### src/rtl/paula_audio_mixer.sv
// Paula audio back end: volume-scaled four-channel mixer with one shared multiplier
// and first-order sigma-delta 1-bit DACs. Optional LFSR dither: PAULA_AUDIO_DITHER_EN.
module paula_audio_mixer (
  input  logic        clk,
  input  logic        reset,
  input  logic        clk7_en,
  input  logic [7:0]  sample0,
  input  logic [7:0]  sample1,
  input  logic [7:0]  sample2,
  input  logic [7:0]  sample3,
  input  logic [6:0]  volume0,
  input  logic [6:0]  volume1,
  input  logic [6:0]  volume2,
  input  logic [6:0]  volume3,
  output logic [14:0] left,
  output logic [14:0] right,
  output logic        mix_stb,
  output logic        ldac,
  output logic        rdac
);

  logic [1:0]         phase_r;
  logic [1:0]         phase_nxt_s;
  logic signed [14:0] lacc_r;
  logic signed [14:0] racc_r;
  logic [14:0]        left_r;
  logic [14:0]        right_r;
  logic               mix_stb_r;
  logic [7:0]         mux_sample_s;
  logic [6:0]         mux_volume_s;
  logic signed [13:0] prod_s;
  logic signed [14:0] prod_ext_s;
  logic [15:0]        lsd_acc_r;
  logic [15:0]        rsd_acc_r;
  logic [14:0]        lx_s;
  logic [14:0]        rx_s;
  logic [14:0]        lin_s;
  logic [14:0]        rin_s;

  function automatic logic [6:0] eff_volume(input logic [6:0] vol);
    eff_volume = vol[6] ? 7'd64 : {1'b0, vol[5:0]};
  endfunction

  // Signed 8b sample times unsigned 0..64 volume; result always fits 14b signed.
  function automatic logic signed [13:0] scale(input logic [7:0] smp, input logic [6:0] vol);
    logic signed [15:0] full;
    full  = $signed({{8{smp[7]}}, smp}) * $signed({9'd0, eff_volume(vol)});
    scale = full[13:0];
  endfunction

  // Channel select feeding the single multiplier
  always_comb begin
    mux_sample_s = sample0;
    mux_volume_s = volume0;
    case (phase_r)
      2'd0:    begin mux_sample_s = sample0; mux_volume_s = volume0; end
      2'd1:    begin mux_sample_s = sample1; mux_volume_s = volume1; end
      2'd2:    begin mux_sample_s = sample2; mux_volume_s = volume2; end
      2'd3:    begin mux_sample_s = sample3; mux_volume_s = volume3; end
      default: begin mux_sample_s = sample0; mux_volume_s = volume0; end
    endcase
  end

  assign prod_s     = scale(mux_sample_s, mux_volume_s);
  assign prod_ext_s = {prod_s[13], prod_s};

  // Sequencer next phase: advances only on enabled cycles
  always_comb begin
    if (clk7_en) begin
      phase_nxt_s = phase_r + 2'd1;
    end else begin
      phase_nxt_s = phase_r;
    end
  end

  // Sequencer phase register
  always_ff @(posedge clk or posedge reset) begin
    if (reset) begin
      phase_r <= 2'd0;
    end else begin
      phase_r <= phase_nxt_s;
    end
  end

  // Accumulate products and publish the mixed pair on phase 3
  always_ff @(posedge clk or posedge reset) begin
    if (reset) begin
      lacc_r    <= 15'sd0;
      racc_r    <= 15'sd0;
      left_r    <= 15'd0;
      right_r   <= 15'd0;
      mix_stb_r <= 1'b0;
    end else begin
      mix_stb_r <= 1'b0;
      if (clk7_en) begin
        case (phase_r)
          2'd0: lacc_r <= prod_ext_s;
          2'd1: racc_r <= prod_ext_s;
          2'd2: racc_r <= racc_r + prod_ext_s;
          2'd3: begin
            left_r    <= lacc_r + prod_ext_s;
            right_r   <= racc_r;
            mix_stb_r <= 1'b1;
          end
          default: mix_stb_r <= 1'b0;
        endcase
      end
    end
  end

  // Offset binary: flipping the sign bit maps -16384..16383 onto 0..32767
  assign lx_s = {~left_r[14], left_r[13:0]};
  assign rx_s = {~right_r[14], right_r[13:0]};

`ifdef PAULA_AUDIO_DITHER_EN
  logic [15:0] lfsr_r;
  logic        lfsr_fb_s;

  function automatic logic [14:0] dither_clamp(input logic [14:0] x, input logic [1:0] d);
    logic signed [16:0] sum;
    sum = $signed({2'b00, x}) + $signed({{15{d[1]}}, d});
    if (sum < 17'sd0) begin
      dither_clamp = 15'd0;
    end else if (sum > 17'sd32767) begin
      dither_clamp = 15'h7FFF;
    end else begin
      dither_clamp = sum[14:0];
    end
  endfunction

  assign lfsr_fb_s = lfsr_r[15] ^ lfsr_r[13] ^ lfsr_r[12] ^ lfsr_r[10];

  // Fibonacci LFSR, taps 16,14,13,11, stepping every clk
  always_ff @(posedge clk or posedge reset) begin
    if (reset) begin
      lfsr_r <= 16'hACE1;
    end else begin
      lfsr_r <= {lfsr_r[14:0], lfsr_fb_s};
    end
  end

  assign lin_s = dither_clamp(lx_s, lfsr_r[1:0]);
  assign rin_s = dither_clamp(rx_s, lfsr_r[1:0]);
`else
  assign lin_s = lx_s;
  assign rin_s = rx_s;
`endif

  // Sigma-delta modulators; bit 15 is dropped each step so the carry is the bitstream
  always_ff @(posedge clk or posedge reset) begin
    if (reset) begin
      lsd_acc_r <= 16'd0;
      rsd_acc_r <= 16'd0;
    end else begin
      lsd_acc_r <= {1'b0, lsd_acc_r[14:0]} + {1'b0, lin_s};
      rsd_acc_r <= {1'b0, rsd_acc_r[14:0]} + {1'b0, rin_s};
    end
  end

  assign left    = left_r;
  assign right   = right_r;
  assign mix_stb = mix_stb_r;
  assign ldac    = lsd_acc_r[15];
  assign rdac    = rsd_acc_r[15];

endmodule

### config.mk
export PLATFORM = sky130hd
export DESIGN_NAME = paula_audio_mixer
export DESIGN_NICKNAME = d
export VERILOG_FILES = /design/src/rtl/paula_audio_mixer.sv
export SDC_FILE = /design/constraint.sdc
export NUM_CORES = 1
export LEC_CHECK = 0
export CAP_MARGIN = 10
export CORE_MARGIN = 10
export CORE_UTILIZATION = 64
export CTS_BUF_LIST = sky130_fd_sc_hd__clkbuf_2
export CTS_CLUSTER_SIZE = 24
export DETAILED_ROUTE_END_ITERATION = 12
export GPL_ROUTABILITY_DRIVEN = 0
export PLACE_DENSITY = 0.92
export SLEW_MARGIN = 40
export SYNTH_ARGS = -nofsm -noshare
export SYNTH_HDL_FRONTEND = slang
export SYNTH_SLANG_ARGS = --single-unit
### constraint.sdc
create_clock -name clk -period 14.5 [get_ports clk]
set_input_delay 2.9 -clock clk [delete_from_list [all_inputs] [get_ports clk]]
set_output_delay 2.9 -clock clk [all_outputs]
set_load 0.02 [all_outputs]
## After elaboration in Yosys (flattened, before gate mapping)

Index checks and enable logic that the tools add are counted.

- Latch bits: 0
- Word-level logic and storage cells: 30
- Memories kept: 0
- Input port bits: 63
- Output and inout port bits: 33
- RAM bits: 0
- ROM bits: 0
- Register bits: 94

- $lt $le $gt $ge: 0
- Muxes and demuxes: 6
- Reduce and logical (&&, ||, !) cells: 5
- Div/mod/pow operators: 0
- Multiply operators: 1
- Bitwise logic cells: 2
- Shift operators: 0
- Add/sub/neg operators: 5
- Eq/ne operators: 3

Operators by type and width:

| cell | count |
|---|---|
| adder 15 x 15 -> 16 bit | 2 |
| one-hot mux 8 bit (4 select lines) | 1 |
| one-hot mux 15 bit (2 select lines) | 1 |
| one-hot mux 7 bit (4 select lines) | 1 |
| adder 14 x 14 -> 15 bit | 1 |
| adder 15 x 14 -> 15 bit | 1 |
| multiplier 8 x 8 -> 14 bit | 1 |
| two-way mux 7 bit | 1 |
| AND reduction 2 bit | 3 |
| == test 2 bit (second input constant) | 2 |
| adder 2 x 1 -> 2 bit (second input constant) | 1 |
| == test 2 x 1 -> 1 bit (second input constant) | 1 |
| logical NOT 2 bit | 1 |
| two-way mux 1 bit | 2 |
| inverter 1 bit | 2 |
| nonzero test 2 bit | 1 |

## Logic depth before layout (Yosys ltp)

- Depth in word-level cells: 6
- Mapped depth: 30
- Gate-level depth less buffers: 28

## Worst setup path before layout

OpenSTA, ideal clock, no wires.

- Kind: input -> register
- Start point: in volume2[6]
- End point: reg racc_r[14]
- Setup time: 0.087 ns
- Slack: 6.002 ns
- Data required time: 14.413 ns
- Path buffers: 0
- Arrival time: 8.411 ns
- Cell stages on the path: 25
- Path through: a222oi_1 -> nand2_1 -> o21ai_4 -> o211ai_1 -> or2_2 -> fa_1 -> inv_1 -> fa_1 -> fa_1 -> inv_1 -> fa_1 -> inv_1 -> ha_1 -> o21ai_0 -> a21oi_1 -> nor2_1 -> xnor2_1 -> ha_1 -> nand3_1 -> a211oi_2 -> nor4_2 -> o31ai_4 -> mux2i_1 -> and3_1 -> a211oi_2

- Word-level cells in the longest chain between the ends: 5

RTL lines:

| element | RTL line | RTL |
|---|---|---|
| from (decl) | 13 | `input logic [6:0] volume2,` |
| one-hot mux 7 bit (4 select lines) | 55 | `case (phase_r)` |
| two-way mux 7 bit | 41 | `eff_volume = vol[6] ? 7'd64 : {1'b0, vol[5:0]};` |
| multiplier 8 x 8 -> 14 bit | 47 | `full = $signed({{8{smp[7]}}, smp}) * $signed({9'd0, eff_volume(vol)});` |
| named net prod_ext_s[9] | 32 | `logic signed [14:0] prod_ext_s;` |
| adder 15 x 14 -> 15 bit | 99 | `2'd2: racc_r <= racc_r + prod_ext_s;` |
| one-hot mux 15 bit (2 select lines) | 96 | `case (phase_r)` |
| to (signal assigned) | 98 | `2'd1: racc_r <= prod_ext_s;` |
| to (signal assigned) | 99 |  |
| to (decl) | 25 | `logic signed [14:0] racc_r;` |

The timed path passes the listed nets, and every way through them passes these cells.
A chain may end at the register's enable or synchronous reset.

## Worst setup path after layout

Same ends and word-level chain as after synthesis.

==> impl_metrics.json <==
{
  "max_cap_violations": 0,
  "synth_xor_area_share_pct": 6.729,
  "synth_edf_count": 0,
  "startpoint": "volume2[6]",
  "cts_inserted_buffers": 9,
  "report.final.hold_viol_count": 0,
  "synthAdderAreaFrac_pct": 25.14,
  "dp_cells": 1114,
  "tns_ns": 0,
  "start_util_pct": 64.95,
  "hold_class": "flip-flop to flip-flop",
  "num_vias": 6539,
  "core_um2": 12570,
  "gr-usage-all-layers_pct": 21.05,
  "io_pins": 96,
  "ys_seq_elements": 94,
  "fin_ws_ns": 5.285,
  "place_ws_ns": 4.840,
  "cts_buffer_depth": 2,
  "synthArstFlopShare_pct": 100.0,
  "synth_flop_cell": "dfrtp_1",
  "grt_pass1_vias": 6956,
  "yosysTopAreaCell": "dfrtp_1",
  "slew_headroom_pct": 46.32,
  "antenna_found_initial": 1,
  "hold_slack_ns": 0.5164,
  "synth.distinct_cells": 65,
  "synthCells": 862,
  "grt_max_degree": 69,
  "clk_pin_slew_ns": 0.26,
  "place_hpwl_um": 14920,
  "critical_path_arrival_ns": 9.72,
  "fin_crit_sh_pct": 63.55,
  "cp_max_fo": 18,
  "final_max_slew_viol_count": 0,
  "row_count": 41,
  "io_buffers": 95,
  "setup_violations": 0,
  "final_nets": 1153,
  "drt-pass1-iter-count": 5,
  "reg2reg_from": "phase_r[0]$_DFFE_PP0P_",
  "worst-setup-path-type": "input port to flip-flop",
  "synthTopCellsByCount": "inv_1 (101), dfrtp_1 (94), ha_1 (92)",
  "layout-drive-gt1-share_pct": 8.873,
  "drcViolationCount": 0,
  "cts_root_buf": "clkbuf_2",
  "area_growth_pct": 15.05,
  "grt_overflow": 0,
  "synth_most_common_cell": "inv_1",
  "synth_compound_gate_area_share_pct": 15.90,
  "synth_warnings": 0,
  "viasPerCell": 5.782,
  "grt_first_pass_wirelength_um": 31360,
  "rsz0062_at_grt": "no",
  "crit_path_end_kind": "flip-flop",
  "drt_iter0_drc": 333,
  "syn_nets": 1062,
  "synth_mux_area_share_pct": 4.920,
  "yosys.area_share.simple_pct": 12.71,
  "cts_resized": 0,
  "fin_skew_ns": 0.03626,
  "die_x_um": 132.9,
  "wl_per_cell_um": 16.31,
  "die_height_um": 132.9,
  "antenna_left": 0,
  "clkLatencyLatePin_ns": 0.59,
  "drt-total-wl_um": 18450,
  "synth.area.top_cells": "dfrtp_1 (29%), ha_1 (14%), fa_1 (11%)",
  "fmaxAchievable_mhz": 108.5,
  "outcome": "completed",
  "die_area_um2": 17670,
  "hold_start": "rsd_acc_r[0]$_DFF_PP0_",
  "cts_tree": "done",
  "min_period_ns": 9.215,
  "critPathRequiredTime_ns": 15.00,
  "syn-mean-instance-area_um2": 9.470,
  "cts.sinks": 94,
  "layout.cells.non_filler": 1131,
  "ctsHoldBuffers": 0,
  "synth_top_family_by_area": "adder cells",
  "worst_slew_pin_slew_ns": 0.7968,
  "synth_top_area_share_pct": 28.82,
  "critPathLaunchType": "input port",
  "post_cts_buffers": 0,
  "syn-cell-area_um2": 8163,
  "ys_seq_area_share_pct": 28.82,
  "htree_num_levels": 3,
  "worst-r2r-setup-slack_ns": 6.92
}
-- through the flow --
stage | area (µm²) | utilization, %
finish | 9392 | 74.72
global route | 9392 | 74.72
CTS | 9383 | 74.65
detailed placement | 9266 | 73.73
global placement | 9266 | 73.73
floorplan | 8163 | -
-- state kept, by name, summed over array words and instances (netlist names) --
register   count
lsd_acc_r     16
phase_r        2
lacc_r        14
rsd_acc_r     16
mix_stb        1
left          15
racc_r        15
right         15
-- layer usage --
metal  track usage [%]  wire length, µm  part of all wire [%]  vias to the layer above
li1                  -                -                     -                     3147
met1             24.03             7585                    41                     3097
met2             36.41             9076                    49                      233
met3             5.413             1208                   6.5                       62
met4             8.985              576                   3.1                        0
met5                 0                0                     0                        -
-- worst paths after layout --
kind,to,depth (start not counted)
setup reg to reg,racc_r[14]$_DFFE_PP0P_,27
max in group asynchronous,racc_r[14]$_DFFE_PP0P_,3
hold reg to reg,rsd_acc_r[0]$_DFF_PP0_,1
setup / recovery,racc_r[14]$_DFFE_PP0P_,26
hold / removal,rsd_acc_r[0]$_DFF_PP0_,1
min in group asynchronous,lsd_acc_r[1]$_DFF_PP0_,2
-- cells by family (layout without fill, tap and decap cells) --
logic type | count (synthesis) | in the layout
AO/OA/AOI/OAI | 184 | 184
XOR/XNOR | 61 | 61
adder cells (fa/ha/maj) | 137 | 137
buffers and inverters | 121 | 217
flip-flops | 94 | 94
multiplexers | 37 | 37
other | 0 | 1
AND/OR/NAND/NOR | 228 | 228
-- layout by cell type, fill, tap and decap left out, drive strengths merged, types with 10 or more instances in the layout --
| cell type | synthesis | routed |
|---|---|---|
| ha | 92 | 92 |
| o21ai | 61 | 61 |
| a21oi | 42 | 42 |
| inv | 103 | 105 |
| dfrtp | 94 | 94 |
| mux2i | 12 | 12 |
| mux2 | 25 | 25 |
| nand3 | 17 | 17 |
| clkbuf | 13 | 10 |
| a222oi | 14 | 14 |
| or2 | 16 | 16 |
| a21o | 13 | 13 |
| fa | 45 | 45 |
| xor2 | 10 | 10 |
| nand2 | 79 | 79 |
| xnor2 | 51 | 51 |
| nor2b | 12 | 12 |
| nor3 | 18 | 18 |
| nor2 | 63 | 63 |
| clkdlybuf4s50 | 0 | 95 |
-- area by class of cell --
type                       count  area, µm²
clock inverter                 6      66.31
multi-input combinational    647       5340
tap                          172      215.2
sequential                    94       2352
timing repair buffer          98      977.2
antenna                        1      2.502
clock buffer                  10      50.05
inverter                     103      387.9
fill                         893       3177
-- critical path: stages --
cell,delay (ns)
clkdlybuf4s50_1,0.40
a222oi_1,0.35
nand2_1,0.15
o21ai_4,0.22
o211ai_1,0.35
or2_2,0.39
fa_1,0.49
inv_1,0.05
fa_1,0.46
fa_1,0.55
inv_1,0.05
fa_1,0.53
inv_1,0.04
ha_1,0.31
o21ai_0,0.11
a21oi_1,0.25
nor2_1,0.10
xnor2_1,0.35
ha_1,0.37
nand3_1,0.13
a211oi_2,0.06
nor4_2,0.47
o31ai_4,0.15
mux2i_1,0.14
and3_1,0.20
a211oi_2,0.14
Power is left out: the tool's default activity adds up to more than one toggle a clock period on the data nets, which glitch-free logic cannot reach.
